## src/rtl/nexys_starship_lanes.sv

```systemverilog
`default_nettype none
// ============================================================================
// Module      : nexys_starship_lanes
// Description : Multi-lane monster game controller. One INIT/PLAY/OVER game
//               FSM drives NUM_LANES monster lanes. Monsters spawn at
//               pseudo-random lanes and each has an attack timer. Kills from
//               the shooter logic clear lanes and add to a saturating score.
// Ports       : Clk        - system clock
//               Reset      - asynchronous, active-high reset
//               play_flag  - level, start / continue game
//               kill       - per-lane shot pulse
//               q_Init/q_Play/q_Over - one-hot state bits
//               lane_full  - monster present per lane
//               game_over  - registered, high throughout OVER
//               score      - kills this game, saturates at 16'hFFFF
// Revision    : 1.0 - initial release
// ============================================================================
module nexys_starship_lanes #(
    parameter int          NUM_LANES    = 4,
    parameter int          TIMER_W      = 28,
    parameter int          ATTACK_TICKS = 150_000_000,
    parameter int          SPAWN_GAP    = 50_000_000,
    parameter logic [15:0] LFSR_SEED    = 16'hACE1
) (
    input  logic                 Clk,
    input  logic                 Reset,
    input  logic                 play_flag,
    input  logic [NUM_LANES-1:0] kill,
    output logic                 q_Init,
    output logic                 q_Play,
    output logic                 q_Over,
    output logic [NUM_LANES-1:0] lane_full,
    output logic                 game_over,
    output logic [15:0]          score
);

    localparam int LANE_W = (NUM_LANES > 1) ? $clog2(NUM_LANES) : 1;

    localparam logic [2:0] ST_INIT = 3'b001;
    localparam logic [2:0] ST_PLAY = 3'b010;
    localparam logic [2:0] ST_OVER = 3'b100;

    localparam logic [TIMER_W-1:0] SPAWN_LAST  = TIMER_W'(SPAWN_GAP - 1);
    localparam logic [TIMER_W-1:0] ATTACK_LAST = TIMER_W'(ATTACK_TICKS - 1);

    logic [2:0]           state;
    logic [2:0]           state_nxt;
    logic [15:0]          lfsr;
    logic [TIMER_W-1:0]   spawn_cnt;
    logic [TIMER_W-1:0]   lane_timer [NUM_LANES];
    logic                 in_play;
    logic                 spawn_tick;
    logic [LANE_W-1:0]    spawn_lane;
    logic [NUM_LANES-1:0] kill_ok;
    logic [NUM_LANES-1:0] expire;
    logic [NUM_LANES-1:0] spawn_hit;
    logic [NUM_LANES-1:0] lane_nxt;
    logic [3:0]           kill_cnt;
    logic [16:0]          score_sum;

    assign q_Init = state[0];
    assign q_Play = state[1];
    assign q_Over = state[2];

    assign in_play    = (state == ST_PLAY);
    assign spawn_tick = in_play && (spawn_cnt == SPAWN_LAST);

    generate
        if (NUM_LANES > 1) begin : g_lane_multi
            assign spawn_lane = lfsr[LANE_W-1:0];
        end else begin : g_lane_single
            assign spawn_lane = '0;
        end
    endgenerate

    // Per-lane resolution: a valid kill beats both expiry and a spawn on the
    // same lane; a spawn onto an already full lane simply leaves it full.
    always_comb begin
        kill_ok   = '0;
        expire    = '0;
        spawn_hit = '0;
        kill_cnt  = '0;
        lane_nxt  = lane_full;
        for (int i = 0; i < NUM_LANES; i++) begin
            kill_ok[i]   = in_play & kill[i] & lane_full[i];
            expire[i]    = in_play & lane_full[i] & ~kill[i] &
                           (lane_timer[i] == ATTACK_LAST);
            spawn_hit[i] = spawn_tick & (spawn_lane == LANE_W'(i));
            kill_cnt     = kill_cnt + {3'b000, kill_ok[i]};
            if (kill_ok[i]) begin
                lane_nxt[i] = 1'b0;
            end else if (spawn_hit[i]) begin
                lane_nxt[i] = 1'b1;
            end
        end
    end

    assign score_sum = {1'b0, score} + {13'b0, kill_cnt};

    always_comb begin
        state_nxt = ST_INIT;
        case (state)
            ST_INIT: state_nxt = play_flag ? ST_PLAY : ST_INIT;
            ST_PLAY: state_nxt = (|expire) ? ST_OVER : ST_PLAY;
            ST_OVER: state_nxt = play_flag ? ST_OVER : ST_INIT;
            default: state_nxt = ST_INIT;
        endcase
    end

    always_ff @(posedge Clk or posedge Reset) begin
        if (Reset) begin
            state     <= ST_INIT;
            lfsr      <= LFSR_SEED;
            spawn_cnt <= '0;
            lane_full <= '0;
            game_over <= 1'b0;
            score     <= '0;
            for (int i = 0; i < NUM_LANES; i++) begin
                lane_timer[i] <= '0;
            end
        end else begin
            state     <= state_nxt;
            lfsr      <= {lfsr[14:0], lfsr[15] ^ lfsr[13] ^ lfsr[12] ^ lfsr[10]};
            game_over <= (state_nxt == ST_OVER);

            if (state == ST_INIT && state_nxt == ST_PLAY) begin
                score     <= '0;
                spawn_cnt <= '0;
            end else if (in_play) begin
                spawn_cnt <= spawn_tick ? '0 : spawn_cnt + TIMER_W'(1);
                score     <= score_sum[16] ? 16'hFFFF : score_sum[15:0];
            end

            if (state_nxt == ST_INIT) begin
                lane_full <= '0;
            end else if (in_play) begin
                lane_full <= lane_nxt;
            end

            // Timers run only for lanes that stay occupied; a freshly spawned
            // monster starts from zero. Outside PLAY they hold only while OVER.
            for (int i = 0; i < NUM_LANES; i++) begin
                if (in_play) begin
                    lane_timer[i] <= (lane_full[i] && lane_nxt[i]) ?
                                     lane_timer[i] + TIMER_W'(1) : '0;
                end else if (state_nxt != ST_OVER) begin
                    lane_timer[i] <= '0;
                end
            end
        end
    end

endmodule
`default_nettype wire

```

## config.mk

```make
export PLATFORM = sky130hd
export DESIGN_NAME = nexys_starship_lanes
export DESIGN_NICKNAME = d
export VERILOG_FILES = /design/src/rtl/nexys_starship_lanes.sv
export SDC_FILE = /design/constraint.sdc
export NUM_CORES = 1
export LEC_CHECK = 0
export BUFFER_PORTS_ARGS = -buffer_cell sky130_fd_sc_hd__buf_2
export CORE_UTILIZATION = 60
export CTS_CLUSTER_SIZE = 25
export DETAILED_ROUTE_END_ITERATION = 10
export MAX_ROUTING_LAYER = met4
export PLACE_DENSITY = 0.86
export SETUP_SLACK_MARGIN = 0.5
export SLEW_MARGIN = 25
export SYNTH_ARGS = -nofsm -noshare
export SYNTH_HDL_FRONTEND = slang
export SYNTH_SLANG_ARGS = --single-unit
```

## constraint.sdc

```tcl
create_clock -name Clk -period 6.2 [get_ports Clk]
set_input_delay 0.62 -clock Clk [delete_from_list [all_inputs] [get_ports Clk]]
set_output_delay 0.62 -clock Clk [all_outputs]
set_load 0.03 [all_outputs]
```

Yosys cells after proc, flatten, opt, wreduce, memory -nomap -nowiden:

Index checks and enable logic that the tools add are counted.

* latch bits: 0
* ROM bits: 0
* RAM bits: 0
* memories kept: 0
* logic and storage cells: 105
* register bits: 180

* multipliers: 0
* equality and inequality tests: 15
* muxes and demuxes: 29
* reductions and logical operators: 11
* div/mod/pow operators: 0
* magnitude comparators: 0
* bitwise gates (word level): 31
* shift operators: 0
* $add $sub $neg: 9

Operators with widths (count)
* two-way mux 28 bit: 12
* adder 28 x 1 -> 28 bit (second input constant): 5
* == test 28 bit (second input constant): 4
* two-way mux 16 bit: 3
* == test 28 x 26 -> 1 bit (second input constant): 1
* AND 1 bit: 24
* adder 16 x 4 -> 17 bit: 1
* one-hot mux 3 bit (3 select lines): 1
* two-way mux 1 bit: 8
* two-way mux 4 bit: 2
* == test 3 x 1 -> 1 bit (second input constant): 2
* == test 3 x 2 -> 1 bit (second input constant): 2
* == test 3 bit (second input constant): 2
* logical AND 1 bit: 6
* two-way mux 3 bit: 2
* nonzero test 2 bit: 3
* adder 3 x 1 -> 4 bit: 1
* == test 2 bit (second input constant): 2
* inverter 1 bit: 4
* OR reduction 4 bit: 1
* adder 2 x 1 -> 3 bit: 1
* inequality test 3 bit (second input constant): 1
* bitwise XOR 1 bit: 3
* adder 1 x 1 -> 2 bit: 1
* other kinds (3): 3

Logic depth before layout (Yosys ltp):

Gate-level depths: netlist of run 1.

* depth after elaboration: 10
* gate-level depth with buffers: 14
* gate-level depth less buffers: 12

Worst setup path before layout of run 1:

OpenSTA, ideal clock, no wires.

* path kind: reg-to-reg
* start: register state[1]
* end: register score[3]
* setup time: 0.079 ns
* stages on the path, launching flop included: 13
* path slack: 2.123 ns
* required time: 6.121 ns
* arrival time: 3.997 ns
* clock period less this slack: 4.077 ns
* buffers on the path: 2
* cell sequence: dfrtp_1 > nor3b_1 > clkbuf_1 > clkbuf_1 > nand3_1 > fa_1 > fa_1 > inv_1 > fa_1 > nand2_1 > nor4_1 > nand2_1 > a21oi_1

* word-level cells in the longest chain between the ends: 10

Ends and longest elaborated chain
* start, declared: RTL line 46 `logic [2:0] state;`
* start signal, assigned: RTL line 122 `state <= state_nxt;`
* == test 3 x 2 -> 1 bit: RTL line 65, 102
* AND 1 bit, on equally long branches (2 in a row): RTL line 85, 86
* adder 1 x 1 -> 2 bit or AND 1 bit (tied branches): RTL line 89, 86
* adder 2 x 1 -> 3 bit or OR reduction 4 bit (tied branches): RTL line 89, 104
* adder 3 x 1 -> 4 bit or two-way mux 3 bit (tied branches): RTL line 89, 104
* adder 16 x 4 -> 17 bit or one-hot mux 3 bit (3 select lines) (tied branches): RTL line 98, 102
* two-way mux 16 bit or == test 3 x 2 -> 1 bit (tied branches): RTL line 131, 126
* two-way mux 16 bit or logical AND 1 bit (tied branches): RTL line 129, 126
* two-way mux 16 bit or nonzero test 2 bit (tied branches)
* end signal, assigned: RTL line 131 `score <= score_sum[16] ? 16'hFFFF : score_sum[15:0];`
* end, declared: RTL line 34 `output logic [15:0] score`

Parallel ways exist; a longest one is shown, timed or not. The select of a mux whose other input is x is not followed.
A chain may end at the register's enable or synchronous reset.

Final worst setup path of run 1:

Ends and elaborated chain as after synthesis.

==> impl_metrics.py, run 1 <==
metrics = {
    "outcome": {
        "status": "finished clean",
    },
    "timing": {
        "slew_headroom_pct": 31.04,
        "fin_ws_ns": 1.948,
        "tightest_slew_ns": 1.032,
        "report.final.slew_viol_count": 0,
        "rsz0062_at_grt": "no",
        "final.setup.tns_ns": 0,
        "hold_viol_final": 0,
        "fin_worst_skew_ns": 0.01034,
        "fin_crit_sh_pct": 68.59,
        "finalSetupViolCount": 0,
        "fmax_mhz": 235.2,
        "finalCriticalPeriod_ns": 4.252,
    },
    "detailed_routing": {
        "drc": 0,
        "vias": 7543,
        "via_per_inst": 6.355,
        "ant_nets": 0,
        "routedWlPerCell_um": 16.96,
        "drtIter0Drc": 702,
        "wl_mm": 20.13,
        "dr.pass1.iters": 5,
    },
    "layout": {
        "fill_cells": 1028,
        "final_area_um2": 9962,
        "drive_above_1_share_pct": 9.870,
        "instances_no_fill": 1187,
        "area_growth_pct": 10.77,
        "antenna_cells": 0,
        "fin_nets": 1006,
    },
    "power": {
        "total_power_uw": 2610,
        "power.internal_uw": 1887,
        "combinationalPowerShare_pct": 9.8,
        "p_clk_share_pct": 42.5,
        "p_leak_uw": 0.004089,
        "p_per_area_nw_per_um2": 262.0,
        "swShare_pct": 27.69,
        "seqPwrFrac_pct": 47.7,
        "power_switching_uw": 722.5,
        "ir_worst_vdd_v": 0.0002091,
    },
    "setup_path": {
        "worst_setup_path_start_kind": "flop",
        "reg2reg_setup_slack_ns": 1.95,
        "critPathCaptureType": "flop",
        "ff2ff_path_depth": 10,
        "r2r_end": "score[3]$_DFFE_PP0P_",
        "cp_data_required_time_ns": 6.54,
        "critical_path_arrival_ns": 4.60,
        "critical_path_class": "reg -> reg",
        "path_max_fanout": 10,
        "reg2reg_from": "state[1]$_DFF_PP0_",
    },
    "global_route": {
        "grt_overflow": 0,
        "grt_max_degree": 82,
        "grt_first_pass_wirelength_mm": 34.91,
        "first_global_vias": 7248,
        "track_usage_pct": 28.27,
        "antenna_found_initial": 0,
    },
    "yosys": {
        "synth_edf_count": 0,
        "synth_top_area_share_pct": 47.58,
        "ys_top_cells_by_count": "dfrtp_1 (171), nor2_1 (114), nand2_1 (111)",
        "syn_area_um2": 8994,
        "synth_fp_nets": 979,
        "synth-seq-area-share_pct": 50.21,
        "synthArstFlopShare_pct": 100.0,
        "post-synth-top-count-cell": "dfrtp_1",
        "yosysTopAreaCell": "dfrtp_1",
        "ys.flop_type": "dfrtp_1",
        "ys_ff_latch": 180,
        "yosysUniqueCellTypes": 55,
        "avgSynthCellArea_um2": 9.339,
        "synth.area.top_cells": "dfrtp_1 (48%), xor2_1 (5.4%), nor2_1 (4.8%)",
        "synthCells": 963,
        "synth_warnings": 0,
    },
    "clock_tree": {
        "post_cts_resized": 0,
        "htreeDepth": 4,
        "cts_buffers": 17,
        "clk_pin_slew_ns": 0.07,
        "cts.sinks": 180,
        "cts.hold.buffers_added": 0,
        "clk_latency_ns": 0.43,
        "clk_path_buf_depth": 2,
        "cts_root_buf": "clkbuf_16",
        "post_cts_buffers": 0,
        "cts_tree": "built",
    },
    "die": {
        "fp.dieW_um": 124.4,
        "core_area_um2": 14590,
        "rows": 44,
        "initial_core_util_pct": 61.65,
        "die-area_um2": 15480,
        "die_height_um": 124.4,
        "io_pins": 31,
    },
    "hold_path": {
        "min_path_type": "in -> async",
    },
    "placement": {
        "place_area_um2": 9351,
        "dpl.cell_count": 1155,
        "globalplace.congestion": 0.9237,
        "hpwlAfterDp_mm": 12.95,
        "dp_slack_ns": 2.076,
        "port-buffer-count": 30,
    },
    "run": {
        "maxCapViolations": 0,
    },
}
## power groups by stage
stage                     Clock [uW]  Combinational [uW]  Sequential, uW
after floorplan                    0                 152            1280
after global placement             0                 249            1260
after detailed placement           0                 255            1260
after CTS                       1120                 254            1240
after global routing            1160                 276            1250
final                           1110                 255            1250
## state kept, by name (all words and copies together), names as in the netlist
signal / flops
lane_timer: 112
game_over: 1
lfsr: 16
state: 3
lane_full: 4
spawn_cnt: 28
score: 16
## routing by layer
metal	GRT usage, %	wire [um]	up-vias
met3	5.198	1179	38
met2	43.19	9702	300
met5	-	0	-
met1	37.61	8766	3680
li1	-	-	3525
met4	11.27	480	0
## cells in the final DEF (no fill, tap or decap), types with 15 or more instances in the layout
cell type  instances
nor3_1            26
a21oi_1           42
xnor2_1           25
nand4_1           37
o21ai_0           78
or3_1             15
clkbuf_16         17
nor2_1           112
buf_2             30
and3_1            25
dfrtp_1          171
xor2_1            55
a31oi_1           16
nand3_1           68
nand2_1          111
## metrics by stage
stage	util [%]	hold WS, ns
after floorplan	-	0.3312
after global placement	64.07	0.3317
after detailed placement	64.10	0.3370
after CTS	68.26	0.1380
after global routing	68.28	0.1535
final	68.28	0.1335
## logic make-up after synthesis
logic type | share of synthesized area [%]
AND/OR/NAND/NOR | 27.66
flip-flops | 50.21
AO/OA/AOI/OAI | 10.64
XOR/XNOR | 7.791
buffers and inverters | 1.753
adder cells (fa/ha/maj) | 1.503
multiplexers | 0.4452
## worst max-delay path: stages (launching register included)
cell     delay (ns)
dfrtp_1        0.46
nor3b_2        0.62
nand3_1        0.20
fa_1           0.51
fa_1           0.45
inv_1          0.08
fa_1           0.19
nand2_1        0.13
nor4_1         0.77
nand2_1        0.43
a21oi_1        0.30
## how the worst max path moves through the flow
stage | start | end | slack, ns | depth (start not counted)
after floorplan | Reset | game_over$_DFF_PP0_ | 0.71 | 1
after global placement | state[1]$_DFF_PP0_ | score[3]$_DFFE_PP0P_ | 2.26 | 10
after detailed placement | state[1]$_DFF_PP0_ | score[3]$_DFFE_PP0P_ | 2.08 | 10
after CTS | state[1]$_DFF_PP0_ | score[3]$_DFFE_PP0P_ | 2.00 | 10
after global routing | state[1]$_DFF_PP0_ | score[3]$_DFFE_PP0P_ | 1.60 | 10
final | state[1]$_DFF_PP0_ | score[3]$_DFFE_PP0P_ | 1.95 | 10
## final cells by class
cell class	count	area, um2	share of cell area [%]
flip-flops and latches	180	4516	45.33
multi-input cells	743	4345	43.62
clock buffers	18	439.2	4.408
well taps	184	230.2	2.311
repair buffers	40	229.0	2.298
clock inverters	14	167.7	1.683
inverters	8	35.03	0.3517
Power figures use the tool's default switching activity.
==> inputs of run 2 (changes only) <==
- ABC_AREA: default -> 1
- CORE_UTILIZATION: 60 -> 57
- clock period: 6.2 -> 3.7 ns (I/O delays scaled with it)
==> run 2 against run 1 <==
  * Routed wire length increased by 50%
  * Die area up 31%
  * Clock skew increased by 0.0031 ns
  * Register-to-register slack lost 1.4 ns
  * Fmax rose by 37%
  * Sequential power up 62%
  * Clock-buffer cell count decreased by 1
  * Total power grew 65%
  * Critical path type unchanged
  * Highest routed layer unchanged
==> impl_metrics.py, run 2 <==
metrics = {
    "layout": {
        "largest_reg_flops": 112,
        "final_common_cell": "nand2_1",
        "mostFrequentLayoutCells": "nand2_1 (512), nor2_1 (239), dfrtp_1 (169), inv_1 (167), nand3_1 (108)",
        "fin_nets": 1683,
        "area_growth_pct": 9.573,
        "regMostFlops": "lane_timer",
        "top_regs": "lane_timer x112, spawn_cnt x28",
        "drive_above_1_share_pct": 7.976,
    },
    "setup_path": {
        "cp_top_family": "adder cells",
        "critPathCaptureType": "flop",
        "crit_buf_inv": 4,
        "critical_path_class": "reg -> reg",
        "critical_path_arrival_ns": 3.42,
        "cp_slowest_cell": "dfstp_2",
        "path_max_fanout": 26,
        "crit_path_cell_trace": "inv_2 > nand3b_4 > clkinv_8 > nand3_2 > fa_1 > fa_2 > inv_2 > fa_2 > nand3_2 > nor3_4 > buf_4 > or2_2 > nand3_1 > nand2_1 > o21ai_0",
        "cp_data_required_time_ns": 4.02,
        "slowest_delay_ns": 0.58,
        "worst_setup_path_start_kind": "flop",
    },
    "placement": {
        "globalplace.congestion": 0.9624,
        "hpwlAfterDp_mm": 20.84,
        "dp_slack_ns": 0.4393,
        "port-buffer-count": 30,
    },
    "yosys": {
        "yosysTopAreaCell": "dfrtp_1",
        "synth_top_family_by_area": "simple AND/OR/NAND/NOR gates",
        "syn_area_um2": 11280,
        "synthArstFlopShare_pct": 100.0,
        "synth_fp_nets": 1656,
        "synth_fa_ha_area_share_pct": 1.198,
        "ys_top_cells_by_count": "nand2_1 (512), nor2_1 (239), dfrtp_1 (171)",
        "synthCells": 1640,
        "ys_ff_latch": 180,
        "synth_edf_count": 0,
        "synth-seq-area-share_pct": 40.03,
        "avgSynthCellArea_um2": 6.878,
        "synth_warnings": 0,
        "post-synth-top-count-cell": "nand2_1",
        "synth-simple-area-share_pct": 40.35,
        "synth_top_area_share_pct": 37.94,
        "ys.flop_type": "dfrtp_1",
        "yosysUniqueCellTypes": 50,
        "synth.area.top_cells": "dfrtp_1 (38%), nand2_1 (17%), nor2_1 (8.0%)",
        "synth_xor_area_share_pct": 2.718,
        "synth_compound_area_share_pct": 8.109,
        "synth_mux_area_share_pct": 0,
    },
    "clock_tree": {
        "cts_buffers": 17,
        "cts.sinks": 180,
        "cts_root_buf": "clkbuf_16",
        "clk_pin_slew_ns": 0.08,
        "clk_path_buf_depth": 2,
        "clk_latency_ns": 0.45,
        "htreeDepth": 4,
        "cts_tree": "built",
    },
    "global_route": {
        "grt_max_degree": 153,
        "first_global_vias": 10412,
        "grt_overflow": 0,
        "track_usage_pct": 32.06,
        "antenna_found_initial": 1,
        "grt_first_pass_wirelength_mm": 50.49,
    },
    "timing": {
        "fmax_mhz": 322.3,
        "finalCriticalPeriod_ns": 3.103,
        "rsz0062_at_grt": "yes",
        "final.setup.tns_ns": 0,
        "fin_crit_sh_pct": 83.87,
        "slew_headroom_pct": 40.45,
        "fin_ws_ns": 0.5968,
        "hold_viol_final": 0,
        "finalSetupViolCount": 0,
        "fin_worst_skew_ns": 0.01344,
        "report.final.slew_viol_count": 0,
        "tightest_slew_ns": 0.8933,
    },
    "detailed_routing": {
        "drc": 0,
        "vias": 11236,
        "routedWlPerCell_um": 15.51,
        "via_per_inst": 5.774,
        "dr.pass1.iters": 6,
        "wl_mm": 30.19,
        "drtIter0Drc": 1265,
        "ant_nets": 0,
    },
    "die": {
        "die_height_um": 142.7,
        "initial_core_util_pct": 58.15,
        "io_pins": 31,
        "rows": 51,
        "die-area_um2": 20350,
        "fp.dieW_um": 142.7,
        "core_area_um2": 19400,
    },
    "power": {
        "combinationalPowerShare_pct": 10.6,
        "p_clk_share_pct": 42.2,
        "power.internal_uw": 2982,
        "p_leak_uw": 0.005289,
        "power_switching_uw": 1315,
        "swShare_pct": 30.61,
        "total_power_uw": 4297,
        "seqPwrFrac_pct": 47.2,
        "p_per_area_nw_per_um2": 347.7,
        "ir_worst_vdd_v": 0.0003866,
    },
    "outcome": {
        "status": "finished clean",
    },
    "run": {
        "maxCapViolations": 0,
    },
    "hold_path": {
        "min_path_type": "in -> async",
    },
}
[run 2: changes by cell type after synthesis, sizes merged, moves of 34 or more]
cell	before	now
nand2	112	516
inv	8	175
nor2	114	244
nand4	37	97
nand3	68	113
nor3	27	61
[run 2: worst paths after layout]
path | depth (start not counted) | from | end | slack [ns]
max | 15 | state[0]$_DFF_PP1_ | score[8]$_DFFE_PP0P_ | 0.60
min | 3 | Reset | lane_timer[77]$_DFFE_PP0P_ | 0.05
max reg2reg | 15 | state[0]$_DFF_PP1_ | score[8]$_DFFE_PP0P_ | 0.60
min reg2reg | 0 | lfsr[2]$_DFF_PP0_ | lfsr[3]$_DFF_PP0_ | 0.36
max in group asynchronous | 3 | Reset | state[2]$_DFF_PP0_ | 2.86
min in group Clk | 3 | kill[2] | lane_timer[28]$_DFFE_PP0P_ | 0.30
[run 2: timing repair]
item | 4_1_cts | 5_1_grt
hold buffers | 0 | 0
pin swaps | 0 | 2
gates resized for setup | 2 | 4
buffers inserted | 0 | 5
gates cloned | 0 | 1
endpoints found under the setup margin | 8 | 16
[run 2: cells by family after synthesis]
family                     Yosys count
AOI/OAI and AO/OA                  158
xor gates and xnor gates            35
adders and majority gates            9
buffers and inverters              211
DFF                                180
and+or+nand+nor                   1047
[run 2: cell type report]
type                       instances  area [um2]
inverter                         175       673.1
fill                            1698        7039
clock buffer                      17       425.4
antenna                            1       2.502
multi-input combinational       1250        5971
sequential                       180        4518
tap                              265       331.6
timing repair buffer              43       276.5
clock inverter                    15       161.4
[run 2: worst register-to-register path, cell delays in order (launching register included)]
cell      delay [ns]
dfstp_2         0.58
inv_2           0.07
nand3b_4        0.11
clkinv_8        0.14
nand3_2         0.12
fa_1            0.43
fa_2            0.39
inv_2           0.08
fa_2            0.26
nand3_2         0.12
nor3_4          0.23
buf_4           0.16
or2_2           0.09
nand3_1         0.06
nand2_1         0.06
o21ai_0         0.10
[run 2: metrics by stage]
stage	std cells	instance area [um2]	hold slack, ns	utilization, %
CTS	1939	12290	0.07150	63.35
global route	1946	12360	0.07748	63.71
global placement	1907	11690	0.3354	60.27
finish	1946	12360	0.04774	63.71
detailed placement	1907	11690	0.3355	60.27
floorplan	1640	11330	0.3312	-
[run 2: power groups by stage]
stage / logic [uW] / clock network (uW) / registers, uW
floorplan: 305 / 0 / 2090
global placement: 434 / 0 / 2060
detailed placement: 442 / 0 / 2060
CTS: 446 / 1830 / 2030
global route: 486 / 1910 / 2030
finish: 456 / 1810 / 2030
[run 2: metal layers]
layer	track usage [%]	vias to the layer above	share of wire, %
met2	48.71	515	46
met5	-	-	0
li1	-	5410	-
met3	5.567	61	8.4
met4	9.791	0	2.1
met1	43.88	5250	44
